## config.mk

```make
export PLATFORM = sky130hd
export DESIGN_NAME = i2s_tx
export DESIGN_NICKNAME = d
export VERILOG_FILES = /design/src/rtl/i2s_tx_pkg.sv /design/src/rtl/i2s_clk_gen.sv /design/src/rtl/i2s_tx.sv
export SDC_FILE = /design/constraint.sdc
export NUM_CORES = 1
export LEC_CHECK = 0
export ABC_CLOCK_PERIOD_IN_PS = 1800
export CAP_MARGIN = 0
export CORE_ASPECT_RATIO = 1.4
export CORE_MARGIN = 1.5
export CORE_UTILIZATION = 58
export CTS_CLUSTER_SIZE = 20
export DETAILED_ROUTE_END_ITERATION = 7
export PLACE_DENSITY = 0.8
export SYNTH_ARGS = -nofsm -noshare
export SYNTH_HDL_FRONTEND = slang
export SYNTH_SLANG_ARGS = --single-unit
export TNS_END_PERCENT = 50
```

## constraint.sdc

```tcl
create_clock -name clk -period 1.8 [get_ports clk]
set_clock_uncertainty 0.15 [all_clocks]
set_input_delay 0.27 -clock clk [delete_from_list [all_inputs] [get_ports clk]]
set_output_delay 0.27 -clock clk [all_outputs]
set_load 0.1 [all_outputs]
```

## src/rtl/i2s_tx_pkg.sv

```systemverilog
// Shared I2S framing defaults, used by the transmitter and the sine sample source.
package i2s_tx_pkg;

  localparam int unsigned BCLK_DIV_DEF = 4;
  localparam int unsigned SAMPLE_W_DEF = 24;
  localparam int unsigned SLOT_W_DEF   = 32;

  // Word select for a frame position: right channel starts one BCLK before its MSB.
  function automatic logic lrclk_for_pos(input int unsigned pos, input int unsigned slot_w);
    return (pos >= slot_w - 1) && (pos <= 2 * slot_w - 2);
  endfunction

endpackage

```

## src/rtl/i2s_clk_gen.sv

```systemverilog
// BCLK divider: bclk toggles every BCLK_DIV clk cycles; bclk_fall marks the cycle whose
// closing edge drives bclk low, so framing logic can update in step with the fall.
module i2s_clk_gen
  import i2s_tx_pkg::*;
#(
  parameter int unsigned BCLK_DIV = BCLK_DIV_DEF
) (
  input  logic clk,
  input  logic reset,
  output logic bclk,
  output logic bclk_fall
);

  localparam int unsigned CNT_W = $clog2(BCLK_DIV);

  logic [CNT_W-1:0] cnt;
  logic             wrap_c;
  logic             pre_wrap_c;

  always_comb begin
    wrap_c     = (cnt == CNT_W'(BCLK_DIV - 1));
    pre_wrap_c = (cnt == CNT_W'(BCLK_DIV - 2));
  end

  // bclk_fall is registered one cycle early so it lines up with the wrap that drops bclk.
  always_ff @(posedge clk) begin
    if (reset) begin
      cnt       <= '0;
      bclk      <= 1'b0;
      bclk_fall <= 1'b0;
    end else begin
      cnt       <= wrap_c ? '0 : cnt + CNT_W'(1);
      bclk_fall <= pre_wrap_c && bclk;
      if (wrap_c) begin
        bclk <= ~bclk;
      end
    end
  end

endmodule

```

## src/rtl/i2s_tx.sv

```systemverilog
// I2S transmitter: one-entry sample buffer, frame position counter and MSB-first shifter;
// each accepted mono sample is sent in both the left and right slots.
module i2s_tx
  import i2s_tx_pkg::*;
#(
  parameter int unsigned BCLK_DIV = BCLK_DIV_DEF,
  parameter int unsigned SAMPLE_W = SAMPLE_W_DEF,
  parameter int unsigned SLOT_W   = SLOT_W_DEF
) (
  input  logic                clk,
  input  logic                reset,
  input  logic                in_valid,
  input  logic [SAMPLE_W-1:0] in_data,
  output logic                in_ready,
  output logic                bclk,
  output logic                lrclk,
  output logic                sdata,
  output logic                underrun
);

  localparam int unsigned FRAME_W = 2 * SLOT_W;
  localparam int unsigned POS_W   = $clog2(FRAME_W);
  localparam logic [POS_W-1:0] POS_LAST  = POS_W'(FRAME_W - 1);
  localparam logic [POS_W-1:0] POS_RIGHT = POS_W'(SLOT_W);

  logic                bclk_fall;
  logic [POS_W-1:0]    pos;
  logic [POS_W-1:0]    pos_next_c;
  logic [SAMPLE_W-1:0] buf_data;
  logic [SAMPLE_W-1:0] held;
  logic [SAMPLE_W-1:0] shifter;
  logic [SAMPLE_W-1:0] load_val_c;
  logic                buf_full;
  logic                buf_full_next_c;
  logic                accept_c;
  logic                frame_start_c;

  i2s_clk_gen #(
    .BCLK_DIV (BCLK_DIV)
  ) u_clk_gen (
    .clk       (clk),
    .reset     (reset),
    .bclk      (bclk),
    .bclk_fall (bclk_fall)
  );

  always_comb begin
    pos_next_c      = (pos == POS_LAST) ? '0 : pos + POS_W'(1);
    frame_start_c   = bclk_fall && (pos == POS_LAST);
    accept_c        = in_valid && in_ready;
    load_val_c      = buf_full ? buf_data : '0;
    // A sample accepted on the frame-load cycle waits for the next frame.
    buf_full_next_c = (buf_full && !frame_start_c) || accept_c;
  end

  always_ff @(posedge clk) begin
    if (reset) begin
      pos      <= POS_LAST;
      buf_data <= '0;
      buf_full <= 1'b0;
      held     <= '0;
      shifter  <= '0;
      in_ready <= 1'b1;
      lrclk    <= 1'b0;
      sdata    <= 1'b0;
      underrun <= 1'b0;
    end else begin
      underrun <= 1'b0;
      buf_full <= buf_full_next_c;
      in_ready <= !buf_full_next_c;
      if (accept_c) begin
        buf_data <= in_data;
      end
      if (bclk_fall) begin
        pos   <= pos_next_c;
        lrclk <= lrclk_for_pos(32'(pos_next_c), SLOT_W);
        // Zero-fill shifting leaves sdata low once the sample bits are exhausted.
        if (frame_start_c) begin
          held     <= load_val_c;
          sdata    <= load_val_c[SAMPLE_W-1];
          shifter  <= load_val_c << 1;
          underrun <= !buf_full;
        end else if (pos_next_c == POS_RIGHT) begin
          sdata   <= held[SAMPLE_W-1];
          shifter <= held << 1;
        end else begin
          sdata   <= shifter[SAMPLE_W-1];
          shifter <= shifter << 1;
        end
      end
    end
  end

endmodule

```

Yosys cells after proc, flatten, opt, wreduce, memory -nomap -nowiden
Cells that the tools add are included.
{"block": "op_classes", "n_addsub": 2, "magnitude_cmp": 2, "n_eq_ne": 4, "muxes": 6, "n_bitwise": 3, "reduce_logical": 12}
{"op": "2-to-1 mux 24 bit", "n": 3}
{"op": "== test 6 bit, second input constant", "n": 2}
{"op": "adder 6 x 1 -> 6 bit, second input constant", "n": 1}
{"op": "greater-or-equal comparator 6 x 5 -> 1 bit, second input constant", "n": 1}
{"op": "<= comparator 6 bit, second input constant", "n": 1}
{"op": "2-to-1 mux 6 bit", "n": 1}
{"op": "logical AND 1 bit", "n": 5}
{"op": "== test 2 bit, second input constant", "n": 2}
{"op": "zero test 1 bit", "n": 3}
{"op": "inverter 1 bit", "n": 3}
{"op": "OR reduction 3 bit", "n": 1}
{"op": "adder 2 x 1 -> 2 bit, second input constant", "n": 1}
{"op": "2-to-1 mux 1 bit", "n": 2}
{"op": "AND reduction 2 bit", "n": 1}
{"op": "OR reduction 2 bit", "n": 1}
{"op": "logical OR 1 bit", "n": 1}
{"block": "totals", "register_bits": 87, "in_bits": 27, "output_inout_bits": 5, "wordCells": 41}

Longest topological paths before layout
{"block": "depth", "ltp_word": 6, "depth_mapped": 7, "ltp_nobuf": 5}

Modules after synthesis
From an unflattened synthesis, not the netlist that was laid out.
{"block": "hier_totals", "cells_unflattened": 497, "hier_area_um2": 3887.5}
{"module": "i2s_tx", "instances": 1, "cells_per_inst": 484, "area_per_inst_um2": 3748.6, "seq_area_each_um2": 1641.6}
{"module": "i2s_clk_gen", "instances": 1, "cells_per_inst": 13, "area_per_inst_um2": 138.9, "seq_area_each_um2": 80.1}

Worst setup path before layout
OpenSTA, ideal clock, no wires.
{"block": "synth_path", "path_kind": "register to register", "startpoint": "register in_ready", "endpoint": "register buf_data[1]", "setup_time_ns": 0.070, "arrival_time_ns": 1.808, "slack_ns": -0.228, "stages_incl_launch_ff": 6, "n_path_buf": 2, "synth_period_minus_slack_ns": 2.028, "path_cell_list": "dfxtp_1 > and2_1 > clkbuf_1 > clkbuf_1 > nand2_1 > a21oi_1"}
{"block": "synth_between", "elab_chain_len": 1}
{"item": "from (decl)", "line": "i2s_tx.sv:14", "text": "output logic in_ready,"}
{"item": "from (signal assigned)", "line": "i2s_tx.sv:70", "text": "in_ready <= !buf_full_next_c;"}
{"item": "logical AND 1 bit", "line": "i2s_tx.sv:50", "text": "accept_c = in_valid && in_ready;"}
{"item": "to (signal assigned)", "line": "i2s_tx.sv:72", "text": "buf_data <= in_data;"}
{"item": "to (decl)", "line": "i2s_tx.sv:29", "text": "logic [SAMPLE_W-1:0] buf_data;"}
No other way between the ends.
A chain may end at the register's enable or synchronous reset.

Worst setup path after layout
{"block": "layout_path", "startpoint": "register pos[1]", "endpoint": "register shifter[4]"}
{"block": "layout_between", "elab_chain_len": 5, "word_cells_on_any_way": 7, "cone_classes": "add/sub (1); eq/ne (2); mux (3); reduce/logical (1)"}
{"item": "from (decl)", "line": "i2s_tx.sv:27", "text": "logic [POS_W-1:0] pos;"}
{"item": "from (signal assigned)", "line": "i2s_tx.sv:75", "text": "pos <= pos_next_c;"}
{"item": "adder 6 x 1 -> 6 bit / == test 6 bit (equally long branches)", "line": "i2s_tx.sv:48, i2s_tx.sv:49"}
{"item": "2-to-1 mux 6 bit", "line": "i2s_tx.sv:48", "text": "pos_next_c = (pos == POS_LAST) ? '0 : pos + POS_W'(1);"}
{"item": "== test 6 bit", "line": "i2s_tx.sv:83", "text": "end else if (pos_next_c == POS_RIGHT) begin"}
{"item": "2-to-1 mux 24 bit", "line": "i2s_tx.sv:83"}
{"item": "2-to-1 mux 24 bit (*)", "line": "i2s_tx.sv:78", "text": "if (frame_start_c) begin"}
{"item": "to (signal assigned)", "line": "i2s_tx.sv:81", "text": "shifter <= load_val_c << 1;"}
{"item": "to (signal assigned)", "line": "i2s_tx.sv:85", "text": "shifter <= held << 1;"}
{"item": "to (signal assigned)", "line": "i2s_tx.sv:88", "text": "shifter <= shifter << 1;"}
{"item": "to (decl)", "line": "i2s_tx.sv:31", "text": "logic [SAMPLE_W-1:0] shifter;"}
Every way passes the cells marked *; elsewhere a longest branch is shown, timed or not.

==> flow_summary.json <==
{
  "maxCapViolations": 0,
  "root_buffer": "clkbuf_8",
  "critPathKind": "flip-flop to flip-flop",
  "max_freq_mhz": 584,
  "io_pins": 32,
  "htreeDepth": 3,
  "seq_area_frac_synth_pct": 43.3,
  "finalMaxSlewViolations": 0,
  "r2r_slack_ps": 90,
  "irDropWorstVdd_mv": 0.806,
  "vias_per_cell": 5.90,
  "dr.pass1.iters": 5,
  "grt_max_degree": 38,
  "num_vias": 3850,
  "crit_slowest_cell": "a211o_1",
  "fillers": 520,
  "r2r_end": "shifter[4]",
  "antenna_left": 0,
  "r2r_cells": 6,
  "layout-drive-gt1-share_pct": 10.3,
  "initial_core_util_pct": 60.1,
  "holdPathStages": 2,
  "insertion_delay_ps": 370,
  "rows": 35,
  "ctsLongestPathBuffers": 2,
  "final_nets": 588,
  "stdcell_count": 653,
  "syn_area_sq_um": 3970,
  "critPathMaxFanout": 11,
  "min_period_over_period_pct": 95.2,
  "cts_hold_buf": 0,
  "wl_mm": 9.52,
  "drt-initial-drc-count": 328,
  "rsz0062_at_grt": "true",
  "critPathTopFamily": "compound AO/OA/AOI/OAI gates",
  "setup_viol": 0,
  "antenna_found_initial": 0,
  "gp_congestion": 0.840,
  "min_path_type": "input pin to flip-flop",
  "hold_start": "reset",
  "syn_nets": 570,
  "fin_util_pct": 71.5,
  "status": "finished, final reports clean",
  "endpoint_kind": "flip-flop",
  "antenna_cells": 0,
  "p_leak_nw": 1.68,
  "critPathBufInv": 2,
  "crit_arrival_ps": 1850,
  "ys_warn_count": 0,
  "grt-ovfl-total": 0,
  "synth_cell_types": 42,
  "synthCells": 538,
  "cp_num_cells": 6,
  "postCtsSetupBuffers": 0,
  "wire_per_inst_microns": 14.6,
  "die_h_microns": 101,
  "fp.dieArea_sq_um": 7360,
  "port_buffers": 31,
  "final.min_clock_period_ps": 1710,
  "worstMarginPinSlew_ps": 301,
  "numCtsBuffers": 9,
  "synth_area_per_cell_sq_um": 7.39,
  "area_growth_pct": 18.9,
  "hpwlAfterDp_mm": 6.27,
  "path_clk_slew_ps": 90,
  "path_cells": "buf_4 > a211o_1 > mux2i_4 > buf_6 > nand4_1 > o211ai_1",
  "reg2reg_from": "pos[1]",
  "grt_pass1_wl_mm": 16.4,
  "cts.sinks": 86,
  "worstPathRequired_ps": 1940,
  "die_w_microns": 73.0,
  "cts_tree": "done",
  "start_kind": "flip-flop",
  "finalHoldViolCount": 0,
  "grtUsageTotal_pct": 28.2,
  "grt_pass1_vias": 3583,
  "crit_path_start": "pos[1]",
  "pwr_density_cell_nw_per_um2": 796,
  "ys_seq_elements": 86,
  "setup-tns-final_ps": 0,
  "place_inst": 637,
  "max_stage_delay_ps": 340,
  "drcViolationCount": 0,
  "core_area_sq_um": 6610,
  "hold_path_end": "lrclk",
  "slew_headroom_pct": 79.9
}
## cells in the mapped netlist
cell type / count / area share [%]
nand2_1: 124 / 12
dfxtp_1: 86 / 43
a21oi_1: 50 / 6.3
nor2_1: 50 / 4.7
clkbuf_1: 30 / 2.8
nand3_1: 29 / 3.7
o21ai_0: 29 / 3.7
nor3_1: 28 / 3.5
nand4_1: 25 / 3.9
o211ai_1: 23 / 4.3
buf_2: 12 / 1.5
inv_1: 8 / 0.76
buf_4: 5 / 0.94
ha_1: 5 / 1.6
a211o_1: 2 / 0.44
a21o_1: 2 / 0.38
and2_1: 2 / 0.31
and3_1: 2 / 0.31
buf_1: 2 / 0.19
o31ai_1: 2 / 0.38
a2111o_1: 1 / 0.28
a211oi_1: 1 / 0.19
a21boi_0: 1 / 0.19
a21boi_1: 1 / 0.19
a221oi_2: 1 / 0.38
a22oi_1: 1 / 0.19
a31o_1: 1 / 0.22
a32oi_1: 1 / 0.22
and3b_1: 1 / 0.22
buf_6: 1 / 0.28
mux2i_4: 1 / 0.57
nand2_4: 1 / 0.28
nand4b_1: 1 / 0.22
nor2_2: 1 / 0.16
o2111ai_1: 1 / 0.22
o21a_1: 1 / 0.19
o21a_2: 1 / 0.22
o311ai_0: 1 / 0.22
or2_1: 1 / 0.16
or3_1: 1 / 0.16
xnor2_1: 1 / 0.22
xor2_1: 1 / 0.22
## placed cells by master (no fill, tap or decap), types with 3 or more instances in the layout
master and n:
a21oi_1 50, buf_12 12, buf_4 17, clkbuf_8 11, clkdlybuf4s50_1 25, clkinvlp_4 3, dfxtp_1 83, dfxtp_2 3
ha_1 4, inv_1 8, nand2_1 124, nand3_1 28, nand4_1 25, nor2_1 50, nor3_1 28, o211ai_1 23
o21ai_0 29
## routing by layer
layer / vias up / GRT usage (%) / wire, microns
li1: 1887 / - / -
met1: 1819 / 34.7 / 3910
met2: 131 / 48.4 / 4940
met3: 13 / 3.30 / 513
met4: 0 / 12.9 / 152
met5: - / 0 / 0
## how the worst max path moves through the flow
stage | to | slack (ps)
detailed placement | buf_full | -8
global route | lrclk | -20
global placement | pos[3] | 50
CTS | lrclk | 6
finish | shifter[4] | 90
floorplan | lrclk | 100
## cell families (layout without fill, tap and decap cells)
kind of cell               after synthesis  count (layout)  share of synthesized area (%)
AOI/OAI and AO/OA                      120             120                           18.2
buffers and inverters                   58              81                           6.52
muxes                                    1               1                          0.567
xor gates and xnor gates                 2               2                          0.441
and+or+nand+nor                        266             266                           29.4
DFF                                     86              86                           43.3
adders and majority gates                5               5                           1.57
## power by group
group / total [mW] / leakage, nW / switching, mW / internal, mW
clock: 1.42 / 0.0976 / 0.702 / 0.714
combinational: 0.348 / 0.884 / 0.201 / 0.147
sequential: 2.00 / 0.697 / 0.0451 / 1.95
## flip-flops by register name (all words and copies together) (netlist names)
| signal | flops |
|---|---|
| u_clk_gen.cnt | 2 |
| sdata | 1 |
| held | 24 |
| buf_full | 1 |
| shifter | 23 |
| u_clk_gen.bclk_fall | 1 |
| pos | 6 |
| underrun | 1 |
| buf_data | 24 |
| u_clk_gen.bclk | 1 |
| lrclk | 1 |
| in_ready | 1 |
## layout make-up
type	count	area, sq um	share of cell area [%]
clock buffers	11	151	3.20
clock inverters	5	57.6	1.22
inverters	8	30.0	0.635
multi-input cells	394	2000	42.3
flip-flops and latches	86	1730	36.5
well taps	92	115	2.44
repair buffers	57	646	13.7
## what timing repair did
action	CTS	global route
pin swaps	0	1
gates resized for setup	1	6
setup endpoints to repair	8	52
cloned	0	0
## per-stage QoR
stage / total power, mW / area [sq um] / hold slack, ps / setup slack [ps]
2_1_floorplan: 2.23 / 3980 / 256 / 99.2
3_3_place_gp: 2.37 / 4500 / 291 / 51.2
3_5_place_dp: 2.39 / 4500 / 295 / -8.27
4_1_cts: 3.78 / 4710 / 101 / 6.35
5_1_grt: 3.88 / 4730 / 125 / -23.0
6_report: 3.76 / 4730 / 110 / 87.0
## worst reg2reg max path, stage by stage, from the launching register on
cell,delay (ps)
dfxtp_1,330
buf_4,170
a211o_1,340
mux2i_4,240
buf_6,200
nand4_1,100
o211ai_1,110
Power figures use the tool's default switching activity.
